$ cat src/rtl/icache_dcache_axi_read_arbiter.sv
// icache_dcache_axi_read_arbiter: shares one AXI3 read channel between I-cache and D-cache line refills (define ICACHE_DCACHE_ARB_RR_EN for round-robin ties)
module icache_dcache_axi_read_arbiter #(
    parameter int DATA_LENGTH = 32,
    parameter int LINE_SIZE = 64,
    parameter logic [3:0] IC_ID = 4'd0,
    parameter logic [3:0] DC_ID = 4'd1
) (
    input  logic                   clk,
    input  logic                   rst,
    input  logic                   ic_req,
    input  logic [31:0]            ic_addr,
    output logic                   ic_gnt,
    output logic                   ic_rvalid,
    output logic [DATA_LENGTH-1:0] ic_rdata,
    output logic                   ic_rlast,
    input  logic                   dc_req,
    input  logic [31:0]            dc_addr,
    output logic                   dc_gnt,
    output logic                   dc_rvalid,
    output logic [DATA_LENGTH-1:0] dc_rdata,
    output logic                   dc_rlast,
    output logic [31:0]            ARADDR,
    output logic [3:0]             ARLEN,
    output logic [2:0]             ARSIZE,
    output logic [1:0]             ARBURST,
    output logic [3:0]             ARID,
    output logic                   ARVALID,
    input  logic                   ARREADY,
    input  logic [DATA_LENGTH-1:0] RDATA,
    input  logic                   RVALID,
    input  logic                   RLAST,
    input  logic [3:0]             RID,
    output logic                   RREADY,
    output logic                   err
);
    localparam int BEATS = LINE_SIZE / (DATA_LENGTH / 8);

    typedef enum logic [1:0] {IDLE, ADDR, DATA} state_t;

    state_t state, state_nxt;
    logic owner;
    logic [4:0] cnt;
    logic start, win_dc, beat, bad;

    assign start = state == IDLE && (ic_req || dc_req);
    assign beat = state == DATA && RVALID;
    assign bad = RID != ARID || (RLAST ? cnt + 5'd1 != 5'(BEATS) : cnt >= 5'(BEATS));

`ifdef ICACHE_DCACHE_ARB_RR_EN
    logic last_dc;

    assign win_dc = dc_req && (!ic_req || !last_dc);

    // remember the last winner so the next tie goes the other way
    always_ff @(posedge clk) begin
        if (rst) last_dc <= 1'b1;
        else if (start) last_dc <= win_dc;
    end
`else
    assign win_dc = dc_req && !ic_req;
`endif

    assign ARLEN = 4'(BEATS - 1);
    assign ARSIZE = 3'($clog2(DATA_LENGTH / 8));
    assign ARBURST = 2'b01;
    assign ARVALID = state == ADDR;
    assign RREADY = state == DATA;
    assign ic_gnt = state != IDLE && !owner;
    assign dc_gnt = state != IDLE && owner;
    assign ic_rvalid = beat && !owner;
    assign dc_rvalid = beat && owner;
    assign ic_rlast = ic_rvalid && RLAST;
    assign dc_rlast = dc_rvalid && RLAST;
    assign ic_rdata = RDATA;
    assign dc_rdata = RDATA;

    // state register
    always_ff @(posedge clk) begin
        if (rst) state <= IDLE;
        else state <= state_nxt;
    end

    // next state: only RLAST closes a burst, whatever the beat count
    always_comb begin
        state_nxt = state;
        if (start) state_nxt = ADDR;
        if (state == ADDR && ARREADY) state_nxt = DATA;
        if (beat && RLAST) state_nxt = IDLE;
    end

    // winner capture, beat counting and error pulse
    always_ff @(posedge clk) begin
        if (rst) begin
            owner <= 1'b0;
            ARADDR <= '0;
            ARID <= '0;
            cnt <= '0;
            err <= 1'b0;
        end else begin
            err <= beat && bad;
            if (start) begin
                owner <= win_dc;
                ARADDR <= (win_dc ? dc_addr : ic_addr) & ~32'(LINE_SIZE - 1);
                ARID <= win_dc ? DC_ID : IC_ID;
            end
            if (ARVALID && ARREADY) cnt <= '0;
            if (beat) cnt <= cnt + 5'd1;
        end
    end
endmodule

$ cat config.mk
export PLATFORM = sky130hd
export DESIGN_NAME = icache_dcache_axi_read_arbiter
export DESIGN_NICKNAME = d
export VERILOG_FILES = /design/src/rtl/icache_dcache_axi_read_arbiter.sv
export SDC_FILE = /design/constraint.sdc
export NUM_CORES = 1
export LEC_CHECK = 0
export CAP_MARGIN = 0
export CORE_UTILIZATION = 34
export DETAILED_ROUTE_END_ITERATION = 10
export GPL_ROUTABILITY_DRIVEN = 0
export MAX_ROUTING_LAYER = met4
export PLACE_DENSITY = 0.88
export SLEW_MARGIN = 40
export SYNTH_ARGS = -nofsm -noshare
export SYNTH_HDL_FRONTEND = slang
export SYNTH_SLANG_ARGS = --single-unit
$ cat constraint.sdc
create_clock -name clk -period 4 [get_ports clk]
set_input_delay 0.6 -clock clk [delete_from_list [all_inputs] [get_ports clk]]
set_output_delay 0.6 -clock clk [all_outputs]
set_load 0.02 [all_outputs]
==> results of run 1 <==
==> through the flow <==
| stage | hold slack [ns] | instances |
|---|---|---|
| after CTS | 0.511 | 393 |
| final | 0.515 | 393 |
| after detailed placement | 0.500 | 385 |
| after floorplan | 0.485 | 287 |
| after global routing | 0.550 | 393 |
| after global placement | 0.487 | 384 |
==> report_power, final <==
group / switching (mW) / internal (mW)
Clock: 0.134 / 0.186
Combinational: 0.181 / 0.179
Sequential: 0.0250 / 0.387
Total: 0.340 / 0.751
==> worst max-delay path by stage <==
| stage | to | start | cells past startpoint |
|---|---|---|---|
| global route | dc_rlast | RVALID | 4 |
| floorplan | ic_rlast | RVALID | 2 |
| finish | dc_rlast | RVALID | 4 |
| global placement | dc_rlast | RVALID | 4 |
| detailed placement | dc_rlast | RVALID | 4 |
| CTS | dc_rlast | RVALID | 4 |
==> area by class of cell <==
cell class                      instances  area [µm²]  share of cell area [%]
Clock buffer                            5        68.8                    2.26
Timing Repair Buffer                  100        1010                    33.3
Sequential cell                        35         701                    23.0
Inverter                                6        22.5                   0.740
Clock inverter                          3        43.8                    1.44
Multi-Input combinational cell        148        1080                    35.3
Tap cell                               96         120                    3.94
==> registers in the layout (all words and copies together), names as in the netlist <==
signal  flops
err         1
ARADDR     26
cnt         5
owner       1
state       2
==> worst max-delay path, delay by kind of cell <==
family                 cells  cell delay (ns)
and+or+nand+nor            2             0.55
buffers and inverters      2             1.10
==> synth_stat cells <==
master     n
buf_4     89
dfxtp_1   35
nor2_1    35
mux2i_1   26
a211oi_2  23
a21oi_1    7
inv_1      6
a211oi_1   5
clkbuf_1   4
buf_6      3
ha_1       3
nand2_1    3
nor2b_1    3
a22oi_1    2
a31oi_1    2
and2_1     2
conb_1     2
nand3_1    2
nand3b_1   2
o21ai_0    2
o21ai_1    2
a31oi_4    1
and3_1     1
and3b_1    1
buf_1      1
buf_2      1
nor2_2     1
nor3_1     1
o21a_1     1
o41ai_1    1
or3_1      1
or4_1      1
xnor2_1    1
xor2_1     1
==> layer usage <==
metal / part of all wire (%) / track usage (%) / vias to the layer above
met2: 52 / 26.5 / 118
met3: 7.8 / 4.27 / 8
met5: 0 / - / -
li1: - / - / 864
met4: 1.8 / 4.85 / 0
met1: 39 / 14.8 / 825
==> kinds of logic after synthesis <==
logic type / share of synthesized area [%]
and+or+nand+nor: 9.73
buffers and inverters: 30.5
adders and majority gates: 1.53
AOI/OAI and AO/OA: 18.1
muxes: 10.6
DFF: 28.5
other: 0.306
xor gates and xnor gates: 0.713
==> placed cells by master, fill, tap and decap left out, types with 3 or more instances in the layout <==
cell type | netlist | layout
clkbuf_8 | 0 | 5
a211oi_2 | 23 | 23
ha_1 | 3 | 3
nor2_1 | 35 | 35
inv_1 | 6 | 6
nand2_1 | 3 | 3
clkdlybuf4s50_1 | 0 | 97
a21oi_1 | 7 | 7
conb_1 | 2 | 18
mux2i_1 | 26 | 26
dfxtp_1 | 35 | 35
a211oi_1 | 5 | 5
==> qor.yml, run 1 <==
status:
  outcome: "complete, no violations"
global_route:
  grt_first_pass_wirelength_um: 8310
  antenna_found_initial: 0
  grt_usage_pct: 14.5
  grt_pass1_vias: 1723
  grt_max_degree: 49
  grt_overflow: 0
synth:
  synth.largest_area_cell: "dfxtp_1"
  ys_seq_elements: 35
  yosysSeqAreaShare_pct: 28.5
  synth.cell_area_um2: 2460
  synth_cells: 271
  syn_area_per_cell_um2: 9.06
  synth_area_leaders: "dfxtp_1 29%, buf_4 27%, a211oi_2 12%, mux2i_1 11%, nor2_1 5.3%"
  yosys_warnings: 0
  yosysUniqueCellTypes: 34
  synth_top_area_share_pct: 28.5
layout:
  nets: 406
  fin_util_pct: 44.3
  area_growth_pct: 24.0
  fin_area_um2: 3050
  layout-drive-gt1-share_pct: 12.8
  antenna_cells: 0
  fillers: 664
hold_path:
  holdPathStages: 2
  hp-class: "flip-flop to flip-flop"
  min_to: "ARADDR[8]$_SDFFE_PP0P_"
  hp-start: "ARADDR[8]$_SDFFE_PP0P_"
timing:
  tns_ns: 0
  rsz0062_at_grt: "false"
  finalSetupViolations: 0
  relSlewSlack_pct: 62.0
  period_minus_slack_ns: 2.85
  max_slew.worst_pin.slew_ns: 0.570
  slew_viol_final: 0
  fin_crit_sh_pct: 71.3
  clock_skew_ns: 0.00648
  hold_viol: 0
  finalWorstSetupSlack_ns: 1.15
  fmax_ghz: 0.350
pwr:
  p_leak_nw: 1.14
  p_total_mw: 1.09
  powerDensity_nw_per_um2: 358
  peakVddDrop_mv: 0.208
worst_setup_path:
  path_max_fanout: 7
  start_kind: "input pin"
  crit_path_top_delay_cell: "clkdlybuf4s50_1"
  path_class: "input pin to output port"
  r2r_start: "state[0]$_SDFFE_PP0P_"
  crit_path_end_kind: "output port"
  rrSetupSlack_ns: 2.10
  worstRegToRegCells: 5
  path_cells: "clkdlybuf4s50_1 > and3b_1 > and3_1 > clkdlybuf4s50_1"
  max_stage_delay_ns: 0.60
  crit_top_cell: "clkdlybuf4s50_1"
  arrival_ns: 2.25
  crit_required_ns: 3.40
  r2r_end: "ARADDR[7]$_SDFFE_PP0P_"
route:
  drcViolationCount: 0
  routed_wl_um: 5560
  dr.pass1.iters: 4
  drtAntennaViolNets: 0
  drt_iter0_drc: 43
  vias: 1815
  viasPerCell: 4.62
  wl_per_cell_um: 14.2
floorplan:
  die_w_um: 87.0
  core_um2: 6870
  ios: 225
  num_rows: 30
  start_util_pct: 35.8
  die_h_um: 87.0
  die_area_um2: 7570
placed_design:
  pre_cts_slack_ns: 1.14
  dp_hpwl_um: 4400
  place.port_buffers: 98
  place_area_um2: 2930
cts:
  cts_buffer_depth: 2
  cts_tree: "built"
  cts.repair.resized: 0
  cts-htree-levels: 2
  root_buffer: "clkbuf_8"
  clk_latency_ns: 0.28
  path_clk_slew_ns: 0.08
  numCtsBuffers: 5
  cts.sinks: 35
  cts_hold_buf: 0
  post_cts_buffers: 0
flow_run:
  drv_cap: 0
Power figures use the tool's default switching activity.
==> run 2: changes to the inputs <==
CORE_ASPECT_RATIO = 1.5   (was not set)
CORE_UTILIZATION = 31   (was 34)
PLACE_DENSITY = 0.81   (was 0.88)
clock period = 2.74 ns   (was 4 ns; I/O delays follow)
==> run 2 against run 1 <==
Against the previous run: first-iteration DRC count is 37% lower; via count is 0.33% lower; non-clock buffer count is 1 higher; design area is 1.1% higher; global-route usage is 0.074 points lower; wire length is 5.0% higher; worst hold slack worse by 0.015 ns; sequential power is 46% higher.
==> qor.yml, run 2 (synthesized netlist as in run 1, its figures left out) <==
timing:
  clock_skew_ns: 0.00414  # was 0.00648 ns
  rsz0062_at_grt: "false"  # unchanged
  tns_ns: 0  # unchanged
  slew_viol_final: 0  # unchanged
  finalSetupViolations: 0  # unchanged
  max_slew.worst_pin.slew_ns: 0.525  # was 0.570 ns
  fmax_ghz: 0.424
  period_minus_slack_ns: 2.36
  relSlewSlack_pct: 65.0  # was 62.0%
  fin_crit_sh_pct: 86.1
  hold_viol: 0  # unchanged
worst_setup_path:
  r2r_end: "ARADDR[31]$_SDFFE_PP0P_"  # was ARADDR[7]$_SDFFE_PP0P_
  start_kind: "input pin"  # unchanged
  path_class: "input pin to output port"  # unchanged
  r2r_start: "state[0]$_SDFFE_PP0P_"  # unchanged
  path_max_fanout: 6  # was 7
  crit_path_end_kind: "output port"  # unchanged
  rrSetupSlack_ns: 1.27  # was 2.10 ns
  worstRegToRegCells: 5  # unchanged
  worstSetupEndpoint: "ic_rlast"  # was dc_rlast
  crit_required_ns: 2.33  # was 3.40 ns
  crit_path_start: "RVALID"  # unchanged
  arrival_ns: 1.95  # was 2.25 ns
floorplan:
  die_area_um2: 8290  # was 7570 µm²
  core_um2: 7660  # was 6870 µm²
  num_rows: 39  # was 30
  ios: 225  # unchanged
  die_w_um: 74.7  # was 87.0 µm
  die_h_um: 111  # was 87.0 µm
  start_util_pct: 32.1  # was 35.8%
route:
  routed_wl_um: 5840  # was 5560 µm
  drtAntennaViolNets: 0  # unchanged
  vias: 1809  # was 1815
  drcViolationCount: 0  # unchanged
  viasPerCell: 4.52  # was 4.62
  wl_per_cell_um: 14.6  # was 14.2 µm
  dr.pass1.iters: 4  # unchanged
  drt_iter0_drc: 27  # was 43
global_route:
  grt_first_pass_wirelength_um: 8680  # was 8310 µm
  grt_overflow: 0  # unchanged
  grt_max_degree: 54  # was 49
  grt_usage_pct: 14.4  # was 14.5%
  grt_pass1_vias: 1737  # was 1723
  antenna_found_initial: 0  # unchanged
cts:
  clk_latency_ns: 0.28  # about the same
  post_cts_buffers: 0  # unchanged
  cts_hold_buf: 0  # unchanged
  root_buffer: "clkbuf_16"  # was clkbuf_8
  cts-htree-levels: 2  # unchanged
  cts_tree: "built"  # unchanged
  cts.repair.resized: 0  # unchanged
  cts_buffer_depth: 2  # unchanged
  numCtsBuffers: 5  # unchanged
  path_clk_slew_ns: 0.05  # was 0.08 ns
  cts.sinks: 35  # unchanged
hold_path:
  hp-class: "flip-flop to flip-flop"  # unchanged
placed_design:
  place_area_um2: 2940  # was 2930 µm²
  dp_hpwl_um: 4520  # was 4400 µm
  dp.cells: 392  # was 385
  place.port_buffers: 98  # unchanged
layout:
  stdcell_count: 400  # was 393
  area_growth_pct: 25.3  # was 24.0%
  layout_common_cells: "97 x clkdlybuf4s50_1, 35 x dfxtp_1, 35 x nor2_1"  # unchanged
  final_common_cell: "clkdlybuf4s50_1"  # unchanged
  antenna_cells: 0  # unchanged
  top_register: "ARADDR"  # unchanged
  reg.largest.list: "ARADDR (26), cnt (5), state (2)"  # unchanged
  layout-drive-gt1-share_pct: 12.4  # was 12.8%
  fin_area_um2: 3080  # was 3050 µm²
  nets: 407  # was 406
  largest_register_ffs: 26  # unchanged
pwr:
  powerDensity_nw_per_um2: 542  # was 358 nW/µm²
  intPower_mw: 1.17  # was 751 µW
  p_sw_uw: 503  # was 340 µW
  power.share.combinational_pct: 31.6  # was 33.0%
  p_total_mw: 1.67  # was 1.09 mW
  p_leak_nw: 1.15  # was 1.14 nW
  p_clk_share_pct: 32.4  # was 29.3%
  peakVddDrop_mv: 0.226  # was 0.208 mV
  switching_share_pct: 30.2  # was 31.2%
  seq_power_share_pct: 36.1  # was 37.7%
flow_run:
  drv_cap: 0  # unchanged
status:
  outcome: "complete, no violations"  # unchanged
-- run 2: worst min-delay path by stage --
stage / slack [ns] / end / start / cells past startpoint
floorplan: 0.48 / cnt[4]$_SDFFE_PP0P_ / cnt[4]$_SDFFE_PP0P_ / 2
global placement: 0.49 / ARADDR[8]$_SDFFE_PP0P_ / ARADDR[8]$_SDFFE_PP0P_ / 2
detailed placement: 0.49 / ARADDR[8]$_SDFFE_PP0P_ / ARADDR[8]$_SDFFE_PP0P_ / 2
CTS: 0.50 / ARADDR[8]$_SDFFE_PP0P_ / ARADDR[8]$_SDFFE_PP0P_ / 2
global route: 0.52 / ARADDR[8]$_SDFFE_PP0P_ / ARADDR[8]$_SDFFE_PP0P_ / 2
finish: 0.50 / ARADDR[8]$_SDFFE_PP0P_ / ARADDR[8]$_SDFFE_PP0P_ / 2
-- run 2: routing by layer --
layer / track usage (%) / vias up / share of wire (%)
met1: 11.3 / 805 / 31
met4: 7.67 / 0 / 3.1
li1: - / 862 / -
met5: - / - / 0
met2: 26.2 / 119 / 53
met3: 6.55 / 23 / 14
-- run 2: worst max-delay path, stage by stage --
cell             delay [ns]
clkdlybuf4s50_1        0.50
nand3b_1               0.20
nor3_1                 0.20
clkdlybuf4s50_1        0.63
-- run 2: power groups by stage --
| stage | Combinational [mW] | Clock (mW) | Sequential [mW] |
|---|---|---|---|
| CTS | 0.534 | 0.566 | 0.601 |
| global placement | 0.522 | 0 | 0.608 |
| detailed placement | 0.532 | 0 | 0.612 |
| global route | 0.565 | 0.587 | 0.608 |
| floorplan | 0.406 | 0 | 0.668 |
| finish | 0.527 | 0.540 | 0.601 |
-- run 2: stage by stage --
stage	setup slack, ns	utilization (%)	hold WS, ns
2_1_floorplan	1.23	-	0.485
3_3_place_gp	0.392	38.3	0.488
3_5_place_dp	0.395	38.4	0.494
4_1_cts	0.374	40.2	0.502
5_1_grt	0.303	40.2	0.519
6_report	0.381	40.2	0.500
-- run 2: layout make-up --
cell class | count | area [µm²]
multi-input cells | 148 | 1080
flip-flops and latches | 35 | 701
inverters | 6 | 22.5
repair buffers | 101 | 1010
fillers | 768 | 4580
clock inverters | 1 | 5.00
clock buffers | 7 | 133
well taps | 102 | 128
